[config.mk]
export PLATFORM = sky130hd
export DESIGN_NAME = muldiv_seq
export DESIGN_NICKNAME = d
export VERILOG_FILES = /design/src/rtl/muldiv_pkg.sv /design/src/rtl/muldiv_addsub.sv /design/src/rtl/muldiv_seq.sv
export SDC_FILE = /design/constraint.sdc
export NUM_CORES = 1
export LEC_CHECK = 0
export CORE_ASPECT_RATIO = 1.2
export CORE_MARGIN = 2
export CORE_UTILIZATION = 40
export DETAILED_ROUTE_END_ITERATION = 6
export GPL_TIMING_DRIVEN = 0
export PLACE_DENSITY = 0.62
export SYNTH_ARGS = -nofsm -noshare
export SYNTH_HDL_FRONTEND = slang
export SYNTH_HIERARCHICAL = 1
export SYNTH_SLANG_ARGS = --single-unit
[constraint.sdc]
create_clock -name clk -period 5.7 [get_ports clk]
set_clock_uncertainty 0.2 [all_clocks]
set_input_delay 1.71 -clock clk [delete_from_list [all_inputs] [get_ports clk]]
set_output_delay 1.71 -clock clk [all_outputs]
set_load 0.005 [all_outputs]
[src/rtl/muldiv_pkg.sv]
`default_nettype none
// ============================================================================
// Module   : muldiv_pkg
// Brief    : Shared constants and types for the multiply/divide sequencer.
// Revision : 1.0 - initial release
// ============================================================================
package muldiv_pkg;

    // Default operand width; HI and LO are each this wide.
    localparam int DEFAULT_WIDTH = 32;

    // Operation encoding, sampled together with start.
    localparam logic [1:0] OP_MULTU = 2'b00;
    localparam logic [1:0] OP_MULT  = 2'b01;
    localparam logic [1:0] OP_DIVU  = 2'b10;
    localparam logic [1:0] OP_DIV   = 2'b11;

    // Sequencer states.
    typedef enum logic [2:0] {
        ST_IDLE = 3'd0,
        ST_PREP = 3'd1,
        ST_RUN  = 3'd2,
        ST_FIX  = 3'd3,
        ST_DONE = 3'd4
    } state_t;

endpackage : muldiv_pkg
`default_nettype wire

[src/rtl/muldiv_addsub.sv]
`default_nettype none
// ============================================================================
// Module   : muldiv_addsub
// Brief    : (WIDTH+1)-bit adder/subtractor; sub=1 computes x - y.
// Revision : 1.0 - initial release
// ============================================================================
module muldiv_addsub
    import muldiv_pkg::*;
#(
    parameter int WIDTH = DEFAULT_WIDTH
) (
    input  logic [WIDTH:0] x,
    input  logic [WIDTH:0] y,
    input  logic           sub,
    output logic [WIDTH:0] sum
);

    logic [WIDTH:0] w_y_inv;

    // Two's-complement subtract: invert y and inject the carry-in.
    always_comb begin
        w_y_inv = y ^ {(WIDTH + 1){sub}};
        sum     = x + w_y_inv + {{WIDTH{1'b0}}, sub};
    end

endmodule : muldiv_addsub
`default_nettype wire

[src/rtl/muldiv_seq.sv]
`default_nettype none
// ============================================================================
// Module   : muldiv_seq
// Brief    : Iterative MULT/MULTU/DIV/DIVU sequencer owning the HI/LO
//            registers, with start/busy/done handshake and flush.
// Revision : 1.0 - initial release
// ============================================================================
module muldiv_seq
    import muldiv_pkg::*;
#(
    parameter int WIDTH = DEFAULT_WIDTH
) (
    input  logic             clk,
    input  logic             rst_n,
    input  logic             start,
    input  logic [1:0]       op,
    input  logic [WIDTH-1:0] a,
    input  logic [WIDTH-1:0] b,
    input  logic             flush,
    input  logic             mt_hi,
    input  logic             mt_lo,
    input  logic [WIDTH-1:0] mt_data,
    output logic             busy,
    output logic             done,
    output logic             dbz,
    output logic [WIDTH-1:0] hi,
    output logic [WIDTH-1:0] lo
);

    localparam int              CNT_W     = $clog2(WIDTH) + 1;
    localparam logic [CNT_W-1:0] LAST_ITER = CNT_W'(WIDTH - 1);

    state_t           r_state;
    state_t           w_next;
    logic [WIDTH-1:0] r_m;      // multiplicand / divisor
    logic [WIDTH-1:0] r_l;      // multiplier -> low product, dividend -> quotient
    logic [WIDTH-1:0] r_acc;    // upper product P / remainder R
    logic [1:0]       r_op;
    logic             r_sa;
    logic             r_sb;
    logic [CNT_W-1:0] r_cnt;
    logic             r_busy;
    logic             r_done;
    logic             r_dbz;
    logic [WIDTH-1:0] r_hi;
    logic [WIDTH-1:0] r_lo;

    logic             w_accept;
    logic             w_dbz_start;
    logic             w_mt_ok;
    logic             w_is_div;
    logic             w_is_signed;
    logic [WIDTH:0]   w_hx;
    logic [WIDTH:0]   w_hy;
    logic             w_hsub;
    logic [WIDTH:0]   w_hi_sum;
    logic [WIDTH:0]   w_lo_sum;
    logic             w_l_nonzero;
    logic [WIDTH-1:0] w_res_hi;
    logic [WIDTH-1:0] w_res_lo;

    assign w_is_div    = r_op[1];
    assign w_is_signed = r_op[0];
    // Borrow out of 0 - L is set exactly when L is non-zero.
    assign w_l_nonzero = w_lo_sum[WIDTH];

    // Main adder: RUN iteration, operand magnitude of b in PREP, upper/remainder negation in FIX.
    muldiv_addsub #(.WIDTH(WIDTH)) u_addsub_hi (
        .x   (w_hx),
        .y   (w_hy),
        .sub (w_hsub),
        .sum (w_hi_sum)
    );

    // Negator for r_l: magnitude of a in PREP, low product / quotient negation in FIX.
    muldiv_addsub #(.WIDTH(WIDTH)) u_addsub_lo (
        .x   ({(WIDTH + 1){1'b0}}),
        .y   ({1'b0, r_l}),
        .sub (1'b1),
        .sum (w_lo_sum)
    );

    // Next-state and handshake decode; flush overrides everything.
    always_comb begin
        w_next      = r_state;
        w_accept    = 1'b0;
        w_dbz_start = 1'b0;
        w_mt_ok     = !r_busy && !flush;
        if (flush) begin
            w_next = ST_IDLE;
        end else begin
            case (r_state)
                ST_IDLE, ST_DONE: begin
                    if (start) begin
                        w_accept = 1'b1;
                        if (op[1] && (b == '0)) begin
                            w_dbz_start = 1'b1;
                            w_next      = ST_DONE;
                        end else begin
                            w_next = ST_PREP;
                        end
                    end else begin
                        w_next = ST_IDLE;
                    end
                end
                ST_PREP: w_next = ST_RUN;
                ST_RUN:  w_next = (r_cnt == LAST_ITER) ? ST_FIX : ST_RUN;
                ST_FIX:  w_next = ST_DONE;
                default: w_next = ST_IDLE;
            endcase
        end
    end

    // State register with registered busy/done derived from the next state.
    always_ff @(posedge clk or negedge rst_n) begin
        if (!rst_n) begin
            r_state <= ST_IDLE;
            r_busy  <= 1'b0;
            r_done  <= 1'b0;
        end else begin
            r_state <= w_next;
            r_busy  <= (w_next == ST_PREP) || (w_next == ST_RUN) || (w_next == ST_FIX);
            r_done  <= (w_next == ST_DONE);
        end
    end

    // Adder operand selection per state and operation.
    always_comb begin
        w_hx   = '0;
        w_hy   = {1'b0, r_m};
        w_hsub = 1'b1;
        case (r_state)
            ST_RUN: begin
                if (w_is_div) begin
                    w_hx   = {r_acc, r_l[WIDTH-1]};
                    w_hy   = {1'b0, r_m};
                    w_hsub = 1'b1;
                end else begin
                    w_hx   = {1'b0, r_acc};
                    w_hy   = r_l[0] ? {1'b0, r_m} : '0;
                    w_hsub = 1'b0;
                end
            end
            ST_FIX: begin
                if (w_is_div) begin
                    w_hx   = '0;
                    w_hy   = {1'b0, r_acc};
                    w_hsub = 1'b1;
                end else begin
                    // Upper half of a 2*WIDTH negate: ~P plus carry from the low half.
                    w_hx   = {1'b0, ~r_acc};
                    w_hy   = {{WIDTH{1'b0}}, !w_l_nonzero};
                    w_hsub = 1'b0;
                end
            end
            default: ;
        endcase
    end

    // Final sign correction of product or quotient/remainder.
    always_comb begin
        w_res_hi = r_acc;
        w_res_lo = r_l;
        if (w_is_signed) begin
            if (w_is_div) begin
                if (r_sa ^ r_sb) w_res_lo = w_lo_sum[WIDTH-1:0];
                if (r_sa)        w_res_hi = w_hi_sum[WIDTH-1:0];
            end else if (r_sa ^ r_sb) begin
                w_res_hi = w_hi_sum[WIDTH-1:0];
                w_res_lo = w_lo_sum[WIDTH-1:0];
            end
        end
    end

    // Operand capture, magnitude preparation and the per-cycle iteration.
    always_ff @(posedge clk or negedge rst_n) begin
        if (!rst_n) begin
            r_m   <= '0;
            r_l   <= '0;
            r_acc <= '0;
            r_op  <= OP_MULTU;
            r_sa  <= 1'b0;
            r_sb  <= 1'b0;
            r_cnt <= '0;
        end else begin
            case (r_state)
                ST_IDLE, ST_DONE: begin
                    if (w_accept && !w_dbz_start) begin
                        r_l  <= a;
                        r_m  <= b;
                        r_op <= op;
                    end
                end
                ST_PREP: begin
                    r_acc <= '0;
                    r_cnt <= '0;
                    if (w_is_signed) begin
                        r_sa <= r_l[WIDTH-1];
                        r_sb <= r_m[WIDTH-1];
                        if (r_l[WIDTH-1]) r_l <= w_lo_sum[WIDTH-1:0];
                        if (r_m[WIDTH-1]) r_m <= w_hi_sum[WIDTH-1:0];
                    end else begin
                        r_sa <= 1'b0;
                        r_sb <= 1'b0;
                    end
                end
                ST_RUN: begin
                    r_cnt <= r_cnt + 1'b1;
                    if (w_is_div) begin
                        if (!w_hi_sum[WIDTH]) begin
                            r_acc <= w_hi_sum[WIDTH-1:0];
                            r_l   <= {r_l[WIDTH-2:0], 1'b1};
                        end else begin
                            r_acc <= {r_acc[WIDTH-2:0], r_l[WIDTH-1]};
                            r_l   <= {r_l[WIDTH-2:0], 1'b0};
                        end
                    end else begin
                        r_acc <= w_hi_sum[WIDTH:1];
                        r_l   <= {w_hi_sum[0], r_l[WIDTH-1:1]};
                    end
                end
                default: ;
            endcase
        end
    end

    // Architectural HI/LO and divide-by-zero flag; an op result overrides an MT write.
    always_ff @(posedge clk or negedge rst_n) begin
        if (!rst_n) begin
            r_hi  <= '0;
            r_lo  <= '0;
            r_dbz <= 1'b0;
        end else begin
            if (w_mt_ok && mt_hi) r_hi <= mt_data;
            if (w_mt_ok && mt_lo) r_lo <= mt_data;
            if (w_dbz_start) begin
                r_hi  <= a;
                r_lo  <= '1;
                r_dbz <= 1'b1;
            end else if ((r_state == ST_FIX) && !flush) begin
                r_hi  <= w_res_hi;
                r_lo  <= w_res_lo;
                r_dbz <= 1'b0;
            end
        end
    end

    assign busy = r_busy;
    assign done = r_done;
    assign dbz  = r_dbz;
    assign hi   = r_hi;
    assign lo   = r_lo;

endmodule : muldiv_seq
`default_nettype wire
# == Word level (Yosys, flattened, before mapping) ==
# Cells that the tools add are included.
# op_classes
reduce_logical,27
n_addsub,4
eq_ne,13
muxes,51
n_bitwise,4
# ops
operator,n
32-bit 2-to-1 mux,25
32-bit case mux with 2 select lines,3
32-bit case mux with 3 select lines,1
33-bit case mux with 2 select lines,1
33-bit by 1-bit adder with 33-bit output,1
33-bit by 1-bit adder with 33-bit output (second input constant),1
33-bit adder,1
33-bit 2-to-1 mux,1
32-bit inverter with 33-bit output,1
32-bit by 33-bit XOR with 33-bit output,1
32-bit zero test,1
32-bit inverter,1
1-bit 2-to-1 mux,15
3-bit by 2-bit == test with 1-bit output (second input constant),4
3-bit case mux with 4 select lines,1
6-bit case mux with 2 select lines,1
3-bit 2-to-1 mux,3
3-bit nonzero test,3
2-bit != test (second input constant),4
4-bit AND reduction,2
6-bit by 1-bit adder with 6-bit output (second input constant),1
3-bit by 1-bit == test with 1-bit output (second input constant),2
3-bit == test (second input constant),2
6-bit by 5-bit == test with 1-bit output (second input constant),1
other kinds (9),22
# word_totals
regBits,176
elab_cells,114

# == Depth between registers and ports, before layout ==
# Gate-level depths: netlist of run 1.
# depth
depth_word,13
mapped_depth,29
mapped_depth_nobuf,25

# == Cells and area by module ==
# Netlist of run 1, hierarchy kept.
# modules_own_cells
mod,cells_each,area_each_um2,instances
muldiv_seq,1255,11952.7,1
muldiv_addsub (u_addsub_hi),294,2089.5,1
muldiv_addsub (u_addsub_lo),294,2035.7,1

# == Least setup slack after synthesis of run 1 ==
# Ideal clock, no wire load.
# synth_timing
kind,register to register
from,reg r_l[0]
to,reg r_acc[6]
arrival_time_ns,5.446
path_buffers,2
stages_incl_launch_ff,27
setup_time_ns,0.133
slack_ns,-0.079
cell_sequence,dfrtp_1 > mux2i_1 > fa_1 > nor2b_1 > o31a_1 > o21ai_0 > a21oi_1 > a21o_1 > a311oi_2 > xnor2_1 > o21ai_0 > a32o_1 > mux2i_2 > fa_1 > nor2b_1 > o2111ai_1 > a31oi_1 > o21ai_1 > o311ai_2 > a311oi_1 > xnor2_1 > clkbuf_1 > clkbuf_1 > mux2i_1 > nand2_1 > o21ai_0 > o21ai_0
# synth_via
elab_chain_len,11
# synth_rtl
element,line_no,rtl
from (decl),muldiv_seq.sv:36,logic [WIDTH-1:0] r_l;
from (signal assigned),muldiv_seq.sv:200,if (r_l[WIDTH-1]) r_l <= w_lo_sum[WIDTH-1:0];
from (signal assigned),muldiv_seq.sv:212,"r_l <= {r_l[WIDTH-2:0], 1'b1};"
from (signal assigned),muldiv_seq.sv:215,"r_l <= {r_l[WIDTH-2:0], 1'b0};"
32-bit inverter with 33-bit output (no line),-,
33-bit by 1-bit adder with 33-bit output,muldiv_addsub.sv:23,"sum = x + w_y_inv + {{WIDTH{1'b0}}, sub};"
net w_lo_sum[32],muldiv_seq.sv:57,logic [WIDTH:0] w_lo_sum;
1-bit zero test,muldiv_seq.sv:152,"w_hy = {{WIDTH{1'b0}}, !w_l_nonzero};"
32-bit 2-to-1 mux,muldiv_seq.sv:145,if (w_is_div) begin
32-bit case mux with 2 select lines,muldiv_seq.sv:132,case (r_state)
net w_hy[0],muldiv_seq.sv:54,logic [WIDTH:0] w_hy;
32-bit by 33-bit XOR with 33-bit output,muldiv_addsub.sv:22,w_y_inv = y ^ {(WIDTH + 1){sub}};
33-bit adder,muldiv_addsub.sv:23,
33-bit by 1-bit adder with 33-bit output,muldiv_addsub.sv:23,
net w_hi_sum[32],muldiv_seq.sv:56,logic [WIDTH:0] w_hi_sum;
32-bit 2-to-1 mux,muldiv_seq.sv:210,if (!w_hi_sum[WIDTH]) begin
32-bit 2-to-1 mux,muldiv_seq.sv:209,if (w_is_div) begin
32-bit case mux with 2 select lines,muldiv_seq.sv:186,case (r_state)
to (signal assigned),muldiv_seq.sv:211,r_acc <= w_hi_sum[WIDTH-1:0];
to (signal assigned),muldiv_seq.sv:214,"r_acc <= {r_acc[WIDTH-2:0], r_l[WIDTH-1]};"
to (signal assigned),muldiv_seq.sv:218,r_acc <= w_hi_sum[WIDTH:1];
to (decl),muldiv_seq.sv:37,logic [WIDTH-1:0] r_acc;
# The timed path passes the listed nets, and every way through them passes these cells.
# A chain may end at the register's enable or synchronous reset.

# == Worst setup path in the final report of run 1 ==
# layout_timing
from,reg r_l[2]
to,reg r_acc[1]
# The elaborated chain is that of the path after synthesis.

==> flow_summary.ini, run 1 <==
[status]
status = finished, violations left
failed_checks = setup timing

[route]
remaining_drc_errors = 0
first_pass_iters = 6
wl_per_cell_um = 22.3
viasPerCell = 5.86
drt_iter0_drc = 1069
via_count = 15500
wl_um = 59000
ant_nets = 0

[final_layout]
fillers = 3814
drive_gt1_share_pct = 15.6
multi_input_area_mm2 = 0.0116
syn_to_final_growth_pct = 24.5
ff_latch_area_mm2 = 0.00441
final_cells = 2645
antennaDiodeCount = 0
utilization_pct = 50.4
final_area_mm2 = 0.0200
nets = 2269

[clock_tree]
cts_buffer_depth = 2
cts_sinks = 176
cts_buffers = 17
cts_root_buf = clkbuf_16
cts_tree = yes
insertion_delay_ns = 0.47
htree_levels = 4
path_clk_slew_ns = 0.07

[job]
drv_cap = 0

[placed_design]
placed_area_mm2 = 0.0186
hpwl_um = 46800
place.gp.congestion = 0.967
portBuffers = 170
placed_cells_incl_taps = 2583

[synth]
ys_ff_latch = 176
ys_types = 81
synth_ff_type = dfrtp_1
synthArstFlopShare_pct = 100
yosysWarnings = 6
yosysSeqAreaShare_pct = 27.4
synth_area_mm2 = 0.0161
synth_cells = 1843
synth_edf_count = 0
synth.avg_cell_area_um2 = 8.72

[timing]
max_slew_margin_pct = 29.7
worstMarginPinSlew_ns = 1.04
fin_hold_ws_ns = 0.291
slew_viol_final = 0
fmax_mhz = 170
fin_crit_sh_pct = 103
layout_min_cycle_time_ns = 5.87
setup_viol = 41
finalHoldViolations = 0
rsz0062_at_grt = yes
setup_ws_ns = -0.169

[worst_setup_path]
path_delay_family = compound AO/OA/AOI/OAI gates
cpMaxStageDelayCell = fa_2
crit_path_frequent_cell = o21ai_1
crit_arrival_ns = 5.99
cpPeakStageDelay_ns = 0.41
crit_fanout = 7
cp-start-kind = flop
critPathRequiredTime_ns = 5.82
cp-end-kind = flop
crit_buf_inv = 2
critPathKind = reg -> reg

[global_routing]
grt_max_degree = 117
grtUsageTotal_pct = 27.8
overflow = 0
antenna_found_initial = 0
grt_pass1_vias = 15500
grt_pass1_wl_um = 90300

[floorplan]
die_w_um = 187
io_pins = 171
dieArea_mm2 = 0.0418
initial_core_util_pct = 40.5
rows = 80
die_h_um = 224
coreArea_mm2 = 0.0397

[power]
p_leak_nw = 8.77
power.total_mw = 8.39
powerDensity_mw_per_mm2 = 419
max-vdd-ir-drop_uv = 252

[worst_hold_path]
hp-class = reg -> reg
==> kinds of logic (layout without fill, tap and decap cells) <==
family,Yosys count,in the layout,share of synthesized area [%]
mux,256,256,18.7
flops,176,176,27.4
other cells,2,38,0.0467
buf+inv,169,402,4.53
fa+ha+maj,65,65,5.15
simple gates,539,539,15.1
compound gates,506,506,22.0
xor+xnor,130,130,7.08
==> cell usage after synthesis (all sizes together), types with 11 or more instances <==
master | n | area [um2]
nand2 | 196 | 736
nor2 | 179 | 674
dfrtp | 176 | 4400
mux2 | 161 | 2050
o21ai | 152 | 764
clkbuf | 101 | 380
mux2i | 95 | 955
xor2 | 95 | 832
a211oi | 73 | 548
a21oi | 69 | 357
ha | 63 | 788
nand3 | 51 | 260
buf | 48 | 273
and3 | 36 | 225
xnor2 | 35 | 307
a22o | 33 | 289
a2111oi | 32 | 280
o22a | 32 | 280
a221o | 31 | 310
a21o | 23 | 173
inv | 20 | 75.1
nand4 | 16 | 100
nor4 | 12 | 87.6
nand2b | 11 | 68.8
o211ai | 11 | 92.6
==> report_power, final <==
part | leakage [nW] | switching, mW | internal (mW)
Sequential | 2.15 | 0.515 | 1.64
Combinational | 6.34 | 2.81 | 2.21
Clock | 0.276 | 0.544 | 0.680
Total | 8.77 | 3.86 | 4.52
==> path summary, 6_finish.rpt <==
path | cells after the start | from | end | slack [ns]
worst min register to register | 2 | dbz | dbz | 0.29
worst min-delay path | 2 | dbz | dbz | 0.29
worst max register to register | 26 | r_l[2] | r_acc[1] | -0.17
max in group asynchronous | 2 | rst_n | r_l[1] | 3.17
worst max-delay path | 26 | r_l[2] | r_acc[1] | -0.17
min in group asynchronous | 1 | rst_n | r_m[8] | 1.00
==> metal layers <==
| layer | GRT usage, % | vias up | share of wire (%) |
|---|---|---|---|
| met5 | 0 | - | 0 |
| met4 | 11.8 | 0 | 3.7 |
| met3 | 2.58 | 115 | 4.6 |
| met2 | 50.7 | 534 | 51 |
| met1 | 33.2 | 7626 | 40 |
| li1 | - | 7236 | - |
==> state kept, by name, summed over array words and instances (netlist names) <==
name	flops
hi	32
lo	32
r_acc	32
r_l	32
r_m	32
r_cnt	6
r_state	3
r_op	2
busy	1
dbz	1
done	1
r_sa	1
r_sb	1
==> layout by cell type, fill, tap and decap left out, drive strengths merged, types with 32 or more instances in the layout <==
cell           count
dfrtp            176
clkbuf           127
nand2            196
xor2              95
clkdlybuf4s50    169
a2111oi           32
a211oi            73
xnor2             35
o21ai            152
o22a              32
nand3             51
conb              38
nor2             179
and3              36
mux2             161
buf               78
a21oi             69
ha                63
mux2i             95
a22o              33
==> repair_timing <==
action	in CTS	in global routing
cloned	2	0
pin swaps	22	30
setup endpoints to repair	70	59
hold buffers	0	0
setup buffers	13	16
resized for setup	100	50
==> stage by stage <==
step	setup WS [ns]	TNS [ns]
2_1_floorplan	0.109	0
3_3_place_gp	-5.09	-958.39
3_5_place_dp	-1.58	-66.49
4_1_cts	-0.195	-4.15
5_1_grt	-0.411	-14.79
6_report	-0.169	-3.90
==> tightest hold or removal path, cell delays in order, from the launching register on <==
cell and delay, ns:
dfrtp_1 0.35, nand2_1 0.05, nand2_1 0.06
==> cell type report <==
type / count / share of cell area, %
inverter: 20 / 0.375
buffer: 149 / 3.63
sequential: 176 / 22.0
timing repair buffer: 202 / 9.95
tap: 533 / 3.33
clock inverter: 8 / 0.525
multi-input combinational: 1534 / 57.8
clock buffer: 23 / 2.39
Note: power is estimated with default switching activity, not from simulation.
==> run 2, diff against run 1 <==
--- a/config.mk
+++ b/config.mk
@@ -5,8 +5,9 @@
 export SDC_FILE = /design/constraint.sdc
 export NUM_CORES = 1
 export LEC_CHECK = 0
+export ABC_AREA = 1
 export CORE_ASPECT_RATIO = 1.2
-export CORE_MARGIN = 2
+export CORE_MARGIN = 10
 export CORE_UTILIZATION = 40
 export DETAILED_ROUTE_END_ITERATION = 6
 export GPL_TIMING_DRIVEN = 0
==> run 2 against run 1 <==
Compared with the run above:
- the flow now finishes without violations
- sequential power decreased by 14%
- combinational power is 5.0% lower
- setup slack improved by 0.45 ns
- register-to-register slack improved by 0.45 ns
- via count increased by 24%
- routed wire length grew 25%
- non-clock buffer count down 30
==> flow_summary.ini, run 2 <==
[worst_setup_path]
cp-start-kind = flop
path_delay_family = simple AND/OR/NAND/NOR gates
reg2reg_slack_ns = 0.28
worst_r2r_path_depth = 31
cp-end-kind = flop
crit_fanout = 10
worst-path-stages = 31
crit_arrival_ns = 5.54
crit_buf_inv = 2
crit_path_frequent_cell = nand2_2
cpPeakStageDelay_ns = 0.47
critPathKind = reg -> reg
critPathRequiredTime_ns = 5.82
cpMaxStageDelayCell = dfrtp_1

[placed_design]
pre_cts_ws_ns = -0.701
place.gp.congestion = 0.999
portBuffers = 170
placed_area_mm2 = 0.0197
hpwl_um = 60900

[clock_tree]
hold_buffers = 0
cts_buffer_depth = 2
insertion_delay_ns = 0.48
cts_buffers = 17
path_clk_slew_ns = 0.07
cts_tree = yes
cts_sinks = 176
cts_root_buf = clkbuf_16
htree_levels = 4

[floorplan]
coreArea_mm2 = 0.0426
io_pins = 171
dieArea_mm2 = 0.0516
die_h_um = 247
rows = 83
die_w_um = 209
initial_core_util_pct = 40.3

[global_routing]
antenna_found_initial = 2
grt_pass1_vias = 19100
grt_pass1_wl_um = 111000
overflow = 0
grt_max_degree = 119
grtUsageTotal_pct = 27.8

[synth]
yosys.area_share.adder_pct = 4.83
synth_xor_area_share_pct = 5.00
yosysWarnings = 6
synthArstFlopShare_pct = 100
ys_types = 41
yosysTopAreaCellShare_pct = 25.7
ys_ff_latch = 176
synth.most_common_cell = nand2_1
synth_cells = 2776
synthTopCellsByArea = dfrtp_1, nand2_1, inv_1, nand3_1, o21ai_0
synthTopCellsByCount = nand2_1, inv_1, nand3_1, o21ai_0, dfrtp_1
synth.area.mux_share_pct = 0
synth_area_mm2 = 0.0172
synth_compound_area_share_pct = 16.9
synth_ff_type = dfrtp_1
synth.avg_cell_area_um2 = 6.18
synth-simple-area-share_pct = 34.3
synth_edf_count = 0
synth_top_family_by_area = simple AND/OR/NAND/NOR gates
synth_top_area_cell = dfrtp_1
yosysSeqAreaShare_pct = 25.7

[power]
max-vdd-ir-drop_uv = 211
powerDensity_mw_per_mm2 = 387
p_leak_nw = 10.7

[timing]
timing.setup.tns_ns = 0
layout_min_cycle_time_ns = 5.42
slew_viol_final = 0
fin_hold_ws_ns = 0.270
worstMarginPinSlew_ns = 0.873
fin_crit_sh_pct = 95.1
max_slew_margin_pct = 41.8
setup_viol = 0
fmax_mhz = 185
setup_ws_ns = 0.282
finalHoldViolations = 0

[final_layout]
final_area_mm2 = 0.0205
layout_commonest_cell = nand2_1
nets = 3174
syn_to_final_growth_pct = 19.3
drive_gt1_share_pct = 7.42
layout_common_cells = nand2_1, inv_1, nand3_1

[route]
wl_um = 74000
viasPerCell = 5.39
via_count = 19200
ant_nets = 0
remaining_drc_errors = 0
drt_iter0_drc = 1549
first_pass_iters = 5
wl_per_cell_um = 20.7

[worst_hold_path]
holdPathStages = 2
hp-class = reg -> reg

[status]
status = complete, no violations

[job]
drv_cap = 0
[run 2: changes by cell type in the layout (fill, tap and decap cells not counted), sizes merged, moves of 36 or more]
cell    previous run  this run
nand2            196       894
inv               21       420
nand3             51       300
mux2             161         0
mux2i             95         0
o21ai            152       239
a211oi            73         0
nor2             179       125
o22ai              2        53
clkbuf           127        78
and3              36         0
[run 2: layout make-up]
class	instances	area, um2
fillers	4553	22100
multi-input cells	2071	10700
flip-flops and latches	176	4410
repair buffers	174	1770
inverters	418	1570
plain buffers	147	739
well taps	552	691
clock buffers	21	480
clock inverters	10	150
diodes	1	2.50
[run 2: worst paths after layout]
check                              from        to
worst max-delay path             r_l[1]  r_acc[0]
worst min-delay path            r_m[28]   r_m[28]
worst max register to register   r_l[1]  r_acc[0]
worst min register to register  r_m[28]   r_m[28]
max in group asynchronous         rst_n    r_l[0]
min in group asynchronous         rst_n    lo[10]
[run 2: what timing repair did]
item	4_1_cts	5_1_grt
gates cloned	0	2
setup endpoints to repair	33	53
gates resized for setup	10	24
pin swaps	0	1
buffers inserted	0	2
[run 2: worst min-delay path, cell delays in order, from the launching register on]
cell	delay, ns
dfrtp_1	0.34
nand2_1	0.05
nand2_1	0.04
[run 2: report_power, final]
group	internal, mW	switching [mW]	total (mW)	leakage (nW)
registers	1.57	0.280	1.85	2.22
logic	1.54	3.21	4.76	8.14
clock network	0.741	0.571	1.31	0.312
[run 2: kinds of logic after synthesis]
kind of cell | Yosys count
fa+ha+maj | 65
other cells | 2
buf+inv | 566
xor+xnor | 98
flops | 176
simple gates | 1371
compound gates | 498
[run 2: per-layer routing]
layer / global-route usage [%] / vias up / share of wire, %
met5: 0 / - / 0.0095
met4: 17.2 / 2 / 6.2
met3: 2.85 / 187 / 4.8
met2: 50.6 / 732 / 51
met1: 30.6 / 8901 / 38
li1: - / 9403 / -
[run 2: stage by stage]
step,power [mW],utilization (%),cells
finish,7.92,48.1,3570
CTS,7.70,47.9,3565
floorplan,4.86,-,2812
global placement,6.34,46.2,3534
detailed placement,6.37,46.3,3535
global route,8.53,48.1,3570
